===== src/rtl/sweep_pkg.sv =====
// Shared types and widths for the 4-input truth-table sweeper.
package sweep_pkg;
  localparam int VEC_W   = 4;
  localparam int TABLE_W = 16;
  localparam int ONES_W  = 5;

  typedef enum logic [1:0] {
    S_IDLE = 2'd0,
    S_RUN  = 2'd1,
    S_DONE = 2'd2
  } state_t;

  // Smallest counter width that can hold hold-1; a one-cycle hold still needs one bit.
  function automatic int cnt_width(input int hold);
    return (hold <= 1) ? 1 : $clog2(hold);
  endfunction
endpackage


===== src/rtl/sweep_capture_if.sv =====
// Sweep request/status and unit-under-sweep signals between the sweeper and its client.
interface sweep_capture_if;
  import sweep_pkg::*;

  logic                start;
  logic                abort;
  logic                f;
  logic                w;
  logic                x;
  logic                y;
  logic                z;
  logic                busy;
  logic                done;
  logic [TABLE_W-1:0]  truth_table;
  logic [ONES_W-1:0]   ones_count;

  modport master (
    output start, abort, f,
    input  w, x, y, z, busy, done, truth_table, ones_count
  );

  modport slave (
    input  start, abort, f,
    output w, x, y, z, busy, done, truth_table, ones_count
  );
endinterface


===== src/rtl/hold_timer.sv =====
// Free-running modulo-HOLD_CYCLES counter; expire marks the last cycle of each hold window.
module hold_timer
  import sweep_pkg::*;
#(
  parameter int HOLD_CYCLES = 10
) (
  input  logic clk,
  input  logic rst,
  input  logic clear,
  output logic expire
);
  localparam int              CNT_W = cnt_width(HOLD_CYCLES);
  localparam logic [CNT_W-1:0] LAST = CNT_W'(HOLD_CYCLES - 1);

  logic [CNT_W-1:0] cnt_q, cnt_d;

  always_comb begin
    cnt_d  = cnt_q;
    expire = 1'b0;
    if (clear) begin
      cnt_d = '0;
    end else if (cnt_q == LAST) begin
      cnt_d  = '0;
      expire = 1'b1;
    end else begin
      cnt_d = cnt_q + 1'b1;
    end
  end

  always_ff @(posedge clk) begin
    if (rst) cnt_q <= '0;
    else     cnt_q <= cnt_d;
  end
endmodule


===== src/rtl/sweep_capture.sv =====
// Steps a 4-bit vector through all minterms, holding each for HOLD_CYCLES, and records f.
module sweep_capture
  import sweep_pkg::*;
#(
  parameter int HOLD_CYCLES = 10
) (
  input  logic            clk,
  input  logic            rst,
  sweep_capture_if.slave  bus
);
  localparam logic [VEC_W-1:0] LAST_VEC = '1;

  state_t              state_q, state_d;
  logic [VEC_W-1:0]    vec_q, vec_d;
  logic [TABLE_W-1:0]  tt_q, tt_d;
  logic [ONES_W-1:0]   ones_q, ones_d;
  logic                timer_clear;
  logic                expire;

  // Timer is held at zero outside RUN so every sweep starts on a fresh hold window.
  assign timer_clear = (state_q != S_RUN);

  hold_timer #(.HOLD_CYCLES(HOLD_CYCLES)) u_timer (
    .clk    (clk),
    .rst    (rst),
    .clear  (timer_clear),
    .expire (expire)
  );

  always_comb begin
    state_d = state_q;
    vec_d   = vec_q;
    tt_d    = tt_q;
    ones_d  = ones_q;
    case (state_q)
      S_RUN: begin
        if (bus.abort) begin
          state_d = S_IDLE;
          vec_d   = '0;
        end else if (expire) begin
          tt_d[vec_q] = bus.f;
          ones_d      = ones_q + ONES_W'(bus.f);
          if (vec_q == LAST_VEC) begin
            state_d = S_DONE;
            vec_d   = '0;
          end else begin
            vec_d = vec_q + 1'b1;
          end
        end
      end
      default: begin
        if (bus.start) begin
          state_d = S_RUN;
          vec_d   = '0;
          tt_d    = '0;
          ones_d  = '0;
        end
      end
    endcase
  end

  always_ff @(posedge clk) begin
    if (rst) begin
      state_q <= S_IDLE;
      vec_q   <= '0;
      tt_q    <= '0;
      ones_q  <= '0;
    end else begin
      state_q <= state_d;
      vec_q   <= vec_d;
      tt_q    <= tt_d;
      ones_q  <= ones_d;
    end
  end

  assign {bus.w, bus.x, bus.y, bus.z} = vec_q;
  assign bus.busy        = (state_q == S_RUN);
  assign bus.done        = (state_q == S_DONE);
  assign bus.truth_table = tt_q;
  assign bus.ones_count  = ones_q;
endmodule


===== src/flat_wrapper.sv =====
// flat-port wrapper written by rule: the top's interface ports become plain ports
module sweep_capture_flat import sweep_pkg::*;
#(
  parameter int HOLD_CYCLES = 10
)
  (clk, rst, bus_start, bus_abort, bus_f, bus_w, bus_x, bus_y, bus_z, bus_busy, bus_done, bus_truth_table, bus_ones_count);
  sweep_capture_if bus_i ();
  input  logic clk;
  input  logic rst;
  input wire logic [$bits(bus_i.start)-1:0] bus_start;
  input wire logic [$bits(bus_i.abort)-1:0] bus_abort;
  input wire logic [$bits(bus_i.f)-1:0] bus_f;
  output wire logic [$bits(bus_i.w)-1:0] bus_w;
  output wire logic [$bits(bus_i.x)-1:0] bus_x;
  output wire logic [$bits(bus_i.y)-1:0] bus_y;
  output wire logic [$bits(bus_i.z)-1:0] bus_z;
  output wire logic [$bits(bus_i.busy)-1:0] bus_busy;
  output wire logic [$bits(bus_i.done)-1:0] bus_done;
  output wire logic [$bits(bus_i.truth_table)-1:0] bus_truth_table;
  output wire logic [$bits(bus_i.ones_count)-1:0] bus_ones_count;
  assign bus_i.start = bus_start;
  assign bus_i.abort = bus_abort;
  assign bus_i.f = bus_f;
  assign bus_w = bus_i.w;
  assign bus_x = bus_i.x;
  assign bus_y = bus_i.y;
  assign bus_z = bus_i.z;
  assign bus_busy = bus_i.busy;
  assign bus_done = bus_i.done;
  assign bus_truth_table = bus_i.truth_table;
  assign bus_ones_count = bus_i.ones_count;
  sweep_capture #(.HOLD_CYCLES(HOLD_CYCLES)) u_core (.clk(clk), .rst(rst), .bus(bus_i));
endmodule

===== config.mk =====
export PLATFORM = sky130hd
export DESIGN_NAME = sweep_capture_flat
export DESIGN_NICKNAME = d
export VERILOG_FILES = /design/src/rtl/sweep_pkg.sv /design/src/rtl/sweep_capture_if.sv /design/src/rtl/hold_timer.sv /design/src/rtl/sweep_capture.sv /design/src/flat_wrapper.sv
export SDC_FILE = /design/constraint.sdc
export NUM_CORES = 1
export LEC_CHECK = 0
export CAP_MARGIN = 20
export CORE_ASPECT_RATIO = 1.1
export CORE_MARGIN = 4
export CORE_UTILIZATION = 55
export CTS_BUF_LIST = sky130_fd_sc_hd__clkbuf_2 sky130_fd_sc_hd__clkbuf_4 sky130_fd_sc_hd__clkbuf_8
export DETAILED_ROUTE_END_ITERATION = 16
export PLACE_DENSITY_LB_ADDON = 0.3
export SYNTH_ARGS = -nofsm -noshare
export SYNTH_HDL_FRONTEND = slang
export SYNTH_SLANG_ARGS = --single-unit

===== constraint.sdc =====
create_clock -name clk -period 3.5 [get_ports clk]
set_input_delay 0.7 -clock clk [delete_from_list [all_inputs] [get_ports clk]]
set_output_delay 0.7 -clock clk [all_outputs]
set_load 0.05 [all_outputs]

Word level (Yosys, flattened, before mapping)
Cells that the tools add are included.

cells by class
  equality and inequality tests = 9
  reduce and logical (&&, ||, !) cells = 6
  order comparisons = 2
  multiplexer cells = 23
  $add $sub $neg = 3

operators by type and width
  operator               count
  $mux W16               4
  $mux W4                5
  $mux W5                4
  $bwmux W16             1
  $mux W2                5
  $add A4 B1 Y4 const B  2
  $eq A4 B4 Y1 const B   2
  $ne A3 B2 Y1 const B   2
  $reduce_and A3 Y1      2
  $add A5 B1 Y5          1
  $lt A4 B5 Y1 const B   1
  $demux W1 S4           1
  $ge A4 B1 Y1 const B   1
  $ne A2 B1 Y1 const B   2
  $mux W1                3
  $reduce_or A3 Y1       1
  $eq A2 B1 Y1 const B   1
  $eq A2 B2 Y1 const B   1
  $ne A2 B2 Y1 const B   1
  $reduce_and A2 Y1      1
  $reduce_bool A2 Y1     1
  $logic_and A1 B1 Y1    1

storage, ports and cells
  output and inout port bits = 27
  bits of input ports = 5
  logic and storage cells = 48
  register bits = 31

Depth between registers and ports, before layout
  depth in word-level cells = 8
  mapped depth = 9
  gate-level depth less buffers = 6

Cells and area by module
Synthesis repeated with hierarchy kept, for this count alone.

second synthesis, totals
  cells, all modules = 163
  area total of the unflattened synthesis = 1,487.7 µm²

modules (own cells, without submodules)
  module         sequential area each (µm²)  instances  area each (µm²)  cells each
  sweep_capture  540.5                       1          1,320.0          145
  hold_timer     80.1                        1          167.7            18

Worst setup path before layout
Ideal clock, no wire load.

  path kind = flip-flop to flip-flop
  start point = reg u_core.vec_q[1]
  end point = reg u_core.vec_q[3]
  arrival time = 1.708 ns
  library setup time = 0.130 ns
  buffers on the path = 1
  period minus slack after synthesis = 1.838 ns
  data required time = 3.370 ns
  stages on the path, launching flop included = 7
  path slack = 1.662 ns
  path through = dfxtp_1 -> ha_1 -> clkbuf_1 -> nand3_1 -> o21ai_0 -> o21a_1 -> a211oi_2

on the way
  longest elaborated chain between the ends = 5
  elaborated cells on any way between the ends = 6
  those cells by class = add/sub (1); eq/ne (1); mux (4)

RTL lines
  item                                                  line                                      text
  from (decl)                                           sweep_capture.sv:14                       logic [VEC_W-1:0] vec_q, vec_d;
  from (signal assigned)                                sweep_capture.sv:70                       vec_q <= vec_d;
  $add A4 B1 Y4 / $eq A4 B4 Y1 (equally long branches)  sweep_capture.sv:47, sweep_capture.sv:43
  $mux W4 *                                             sweep_capture.sv:43                       if (vec_q == LAST_VEC) begin
  $mux W4 *                                             sweep_capture.sv:40                       end else if (expire) begin
  $mux W4 *                                             sweep_capture.sv:37                       if (bus.abort) begin
  $mux W4 *                                             sweep_capture.sv:35                       case (state_q)

Every way passes the cells marked *; elsewhere a longest branch is shown, timed or not. The select of a mux whose other input is x is not followed.
A chain may end at the register's enable or synchronous reset.

Final worst setup path
  start point = reg u_core.state_q[0]
  end point = out bus_busy

on the way
  longest elaborated chain between the ends = 1

RTL lines
  item                    line                 text
  from (decl)             sweep_capture.sv:13  state_t state_q, state_d;
  from (signal assigned)  sweep_capture.sv:69  state_q <= state_d;
  $eq A2 B1 Y1            sweep_capture.sv:77  assign bus.busy = (state_q == S_RUN);
  to (decl)               flat_wrapper.sv:17   output wire logic [$bits(bus_i.busy)-1:0] bus_busy;

Every way passes these cells.

==> flow_summary_export.csv <==
group,metric,value,unit
status,status,"complete, no violations",
finish,nets,227,
clock_network,cts-root-buf,"clkbuf_4",
timing,period_needed,2.94,ns
timing,clock_skew,0.00955,ns
synthesis,yosys-top-cells-count,"dfxtp_1, nor2_1, a21oi_1",
timing,setup_viol,0,
worst_setup_path,ff2ff_setup_slack,1.41,ns
worst_setup_path,endpoint_kind,"primary output",
timing,maxSlewViolCount,0,
global_routing,grtUsageTotal,19.5,%
placement,hpwl,2.46,mm
floorplan,fp.dieH,64.9,µm
clock_network,cts_setup_buffers,0,
finish,diodes,0,
worst_setup_path,cp_max_fo,18,
global_routing,grt_pass1_vias,1401,
clock_network,cts.sinks,31,
synthesis,yosysWarnings,0,
timing,fin_hold_ws,0.469,ns
floorplan,fp-row-count,20,
clock_network,clock_path_buffers,2,
synthesis,synthDistinctLibCells,35,
synthesis,synth.most_common_cell,"dfxtp_1",
worst_setup_path,path_class,"register to primary output",
routing,vias,1415,
worst_hold_path,hp-class,"register to register",
placement,io_buffers,31,
synthesis,syn_area,1620,µm²
worst_setup_path,critical_path_arrival,2.24,ns
synthesis,ys_seq_elements,31,
routing,drc,0,
timing,relSlewSlack,46.9,%
clock_network,insertion_delay,0.33,ns
routing,wl_per_cell,13.3,µm
pwr,vdd_drop_max,0.246,mV
clock_network,clkTransAtPathRegs,0.08,ns
timing,fmax,340,MHz
global_routing,grt_overflow,0,
clock_network,cts_tree,"built",
finish,synthToLayoutAreaGrowth,22.2,%
floorplan,dieArea,3870,µm²
clock_network,holdBufCountCts,0,
synthesis,yosys.area.top_type,"dfxtp_1",
synthesis,synth_edf_count,0,
pwr,leakage,0.688,nW
routing,drt-initial-drc-count,66,
routing,first_pass_iters,4,
global_routing,grt_pass1_wl,5.85,mm
worst_setup_path,cp-start-kind,"register",
routing,viasPerCell,5.71,
synthesis,synth_top_area_share,38.4,%
floorplan,start_util,57.7,%
routing,routed_wl,3.30,mm
timing,rsz0062_at_grt,"false",
synthesis,async_flop_share,0,%
clock_network,htree_levels,2,
floorplan,core-area,2800,µm²
placement,place_congestion,0.782,
timing,hold_viol,0,
synthesis,syn_area_per_cell,8.56,µm²
synthesis,syn_inst,189,
worst_setup_path,cp.required,2.80,ns
clock_network,cts_resized,0,
clock_network,cts_made_buffers,5,
synthesis,synth.top_cells.by_area,"dfxtp_1, o2bb2ai_1, a21oi_1, nand2b_1, ha_1",
routing,ant_nets,0,
floorplan,ios,32,
global_routing,antenna_found_initial,0,
finish,post_route_cells_drive_above_1_share,7.44,%
floorplan,die-width,59.7,µm
timing,tightest_slew,0.797,ns
synthesis,syn_nets,202,
flow_run,cap_violations,0,
timing,min_period_over_period,84.1,%
timing,finalSetupTns,0,ns
global_routing,grt_max_degree,24,
pwr,cellPowerDensity,368,nW/µm²
synthesis,yosysSeqAreaShare,38.4,%
synthesis,ys.flop_type,"dfxtp_1",
power breakdown:
| part | switching [W] | internal [W] | total, W |
|---|---|---|---|
| registers | 0.00000799 | 0.000358 | 0.000366 |
| clock network | 0.000117 | 0.000126 | 0.000242 |
| logic | 0.0000760 | 0.0000432 | 0.000119 |
| total | 0.000201 | 0.000527 | 0.000728 |
flip-flops by register name, indices dropped and copies added (netlist names):
signal	flops
u_core.bus.truth_table	16
u_core.bus.ones_count	5
u_core.vec_q	4
u_core.state_q	2
u_core.u_timer.cnt_q	4
metal layers:
metal / vias to the layer above / global-route usage [%] / wire length [µm]
met4: 0 / 8.86 / 71
met5: - / 0 / 0
met2: 53 / 32.0 / 1620
met3: 8 / 6.37 / 221
li1: 710 / - / -
met1: 644 / 22.3 / 1400
through the flow:
| step | cells | power, W | util, % | setup slack, ns | area, µm² |
|---|---|---|---|---|---|
| 6_report | 248 | 0.000728 | 70.5 | 0.558 | 1980 |
| 5_1_grt | 248 | 0.000769 | 70.5 | 0.453 | 1980 |
| 4_1_cts | 248 | 0.000735 | 70.5 | 0.580 | 1980 |
| 3_5_place_dp | 240 | 0.000492 | 67.9 | 0.950 | 1900 |
| 3_3_place_gp | 240 | 0.000489 | 67.9 | 0.999 | 1900 |
| 2_1_floorplan | 189 | 0.000468 | - | 1.66 | 1620 |
worst paths after layout:
kind,cells past startpoint,start,endpoint
max,3,u_core.state_q[0],bus_busy
min,1,u_core.u_timer.cnt_q[0],u_core.u_timer.cnt_q[0]
max reg2reg,4,u_core.state_q[0],u_core.bus.ones_count[4]
min reg2reg,1,u_core.u_timer.cnt_q[0],u_core.u_timer.cnt_q[0]
cell families (layout without fill, tap and decap cells):
logic type	count (synthesis)	in the layout	share of synthesized area, %
AO/OA/AOI/OAI	50	50	20.8
XOR/XNOR	4	4	2.17
adder cells (fa/ha/maj)	8	8	6.19
buffers and inverters	19	45	5.80
flip-flops	31	31	38.4
multiplexers	2	2	1.24
AND/OR/NAND/NOR	75	75	25.4
layout make-up:
type	instances	area (µm²)
multi-input cells	139	903
fillers	236	826
flip-flops and latches	31	621
repair buffers	32	318
clock buffers	8	72.6
well taps	33	41.3
inverters	5	21.3
cell usage in the layout (no fill, tap or decap), types with 2 or more instances in the layout:
master	n
nor2_1	25
clkdlybuf4s50_1	31
clkbuf_4	6
inv_1	4
nand2_1	5
xor2_1	2
ha_1	8
o2bb2ai_1	15
or3_1	5
nor2b_1	4
dfxtp_1	31
mux2i_1	2
xnor2_1	2
clkbuf_8	2
a21oi_1	23
nand3_1	10
nand2b_1	17
o21ai_0	6
worst max-delay path, stage by stage (launching register included):
cell	delay [ns]
dfxtp_1	0.44
nand2b_1	0.41
inv_4	0.24
clkdlybuf4s50_1	0.83
Power figures use the tool's default switching activity.
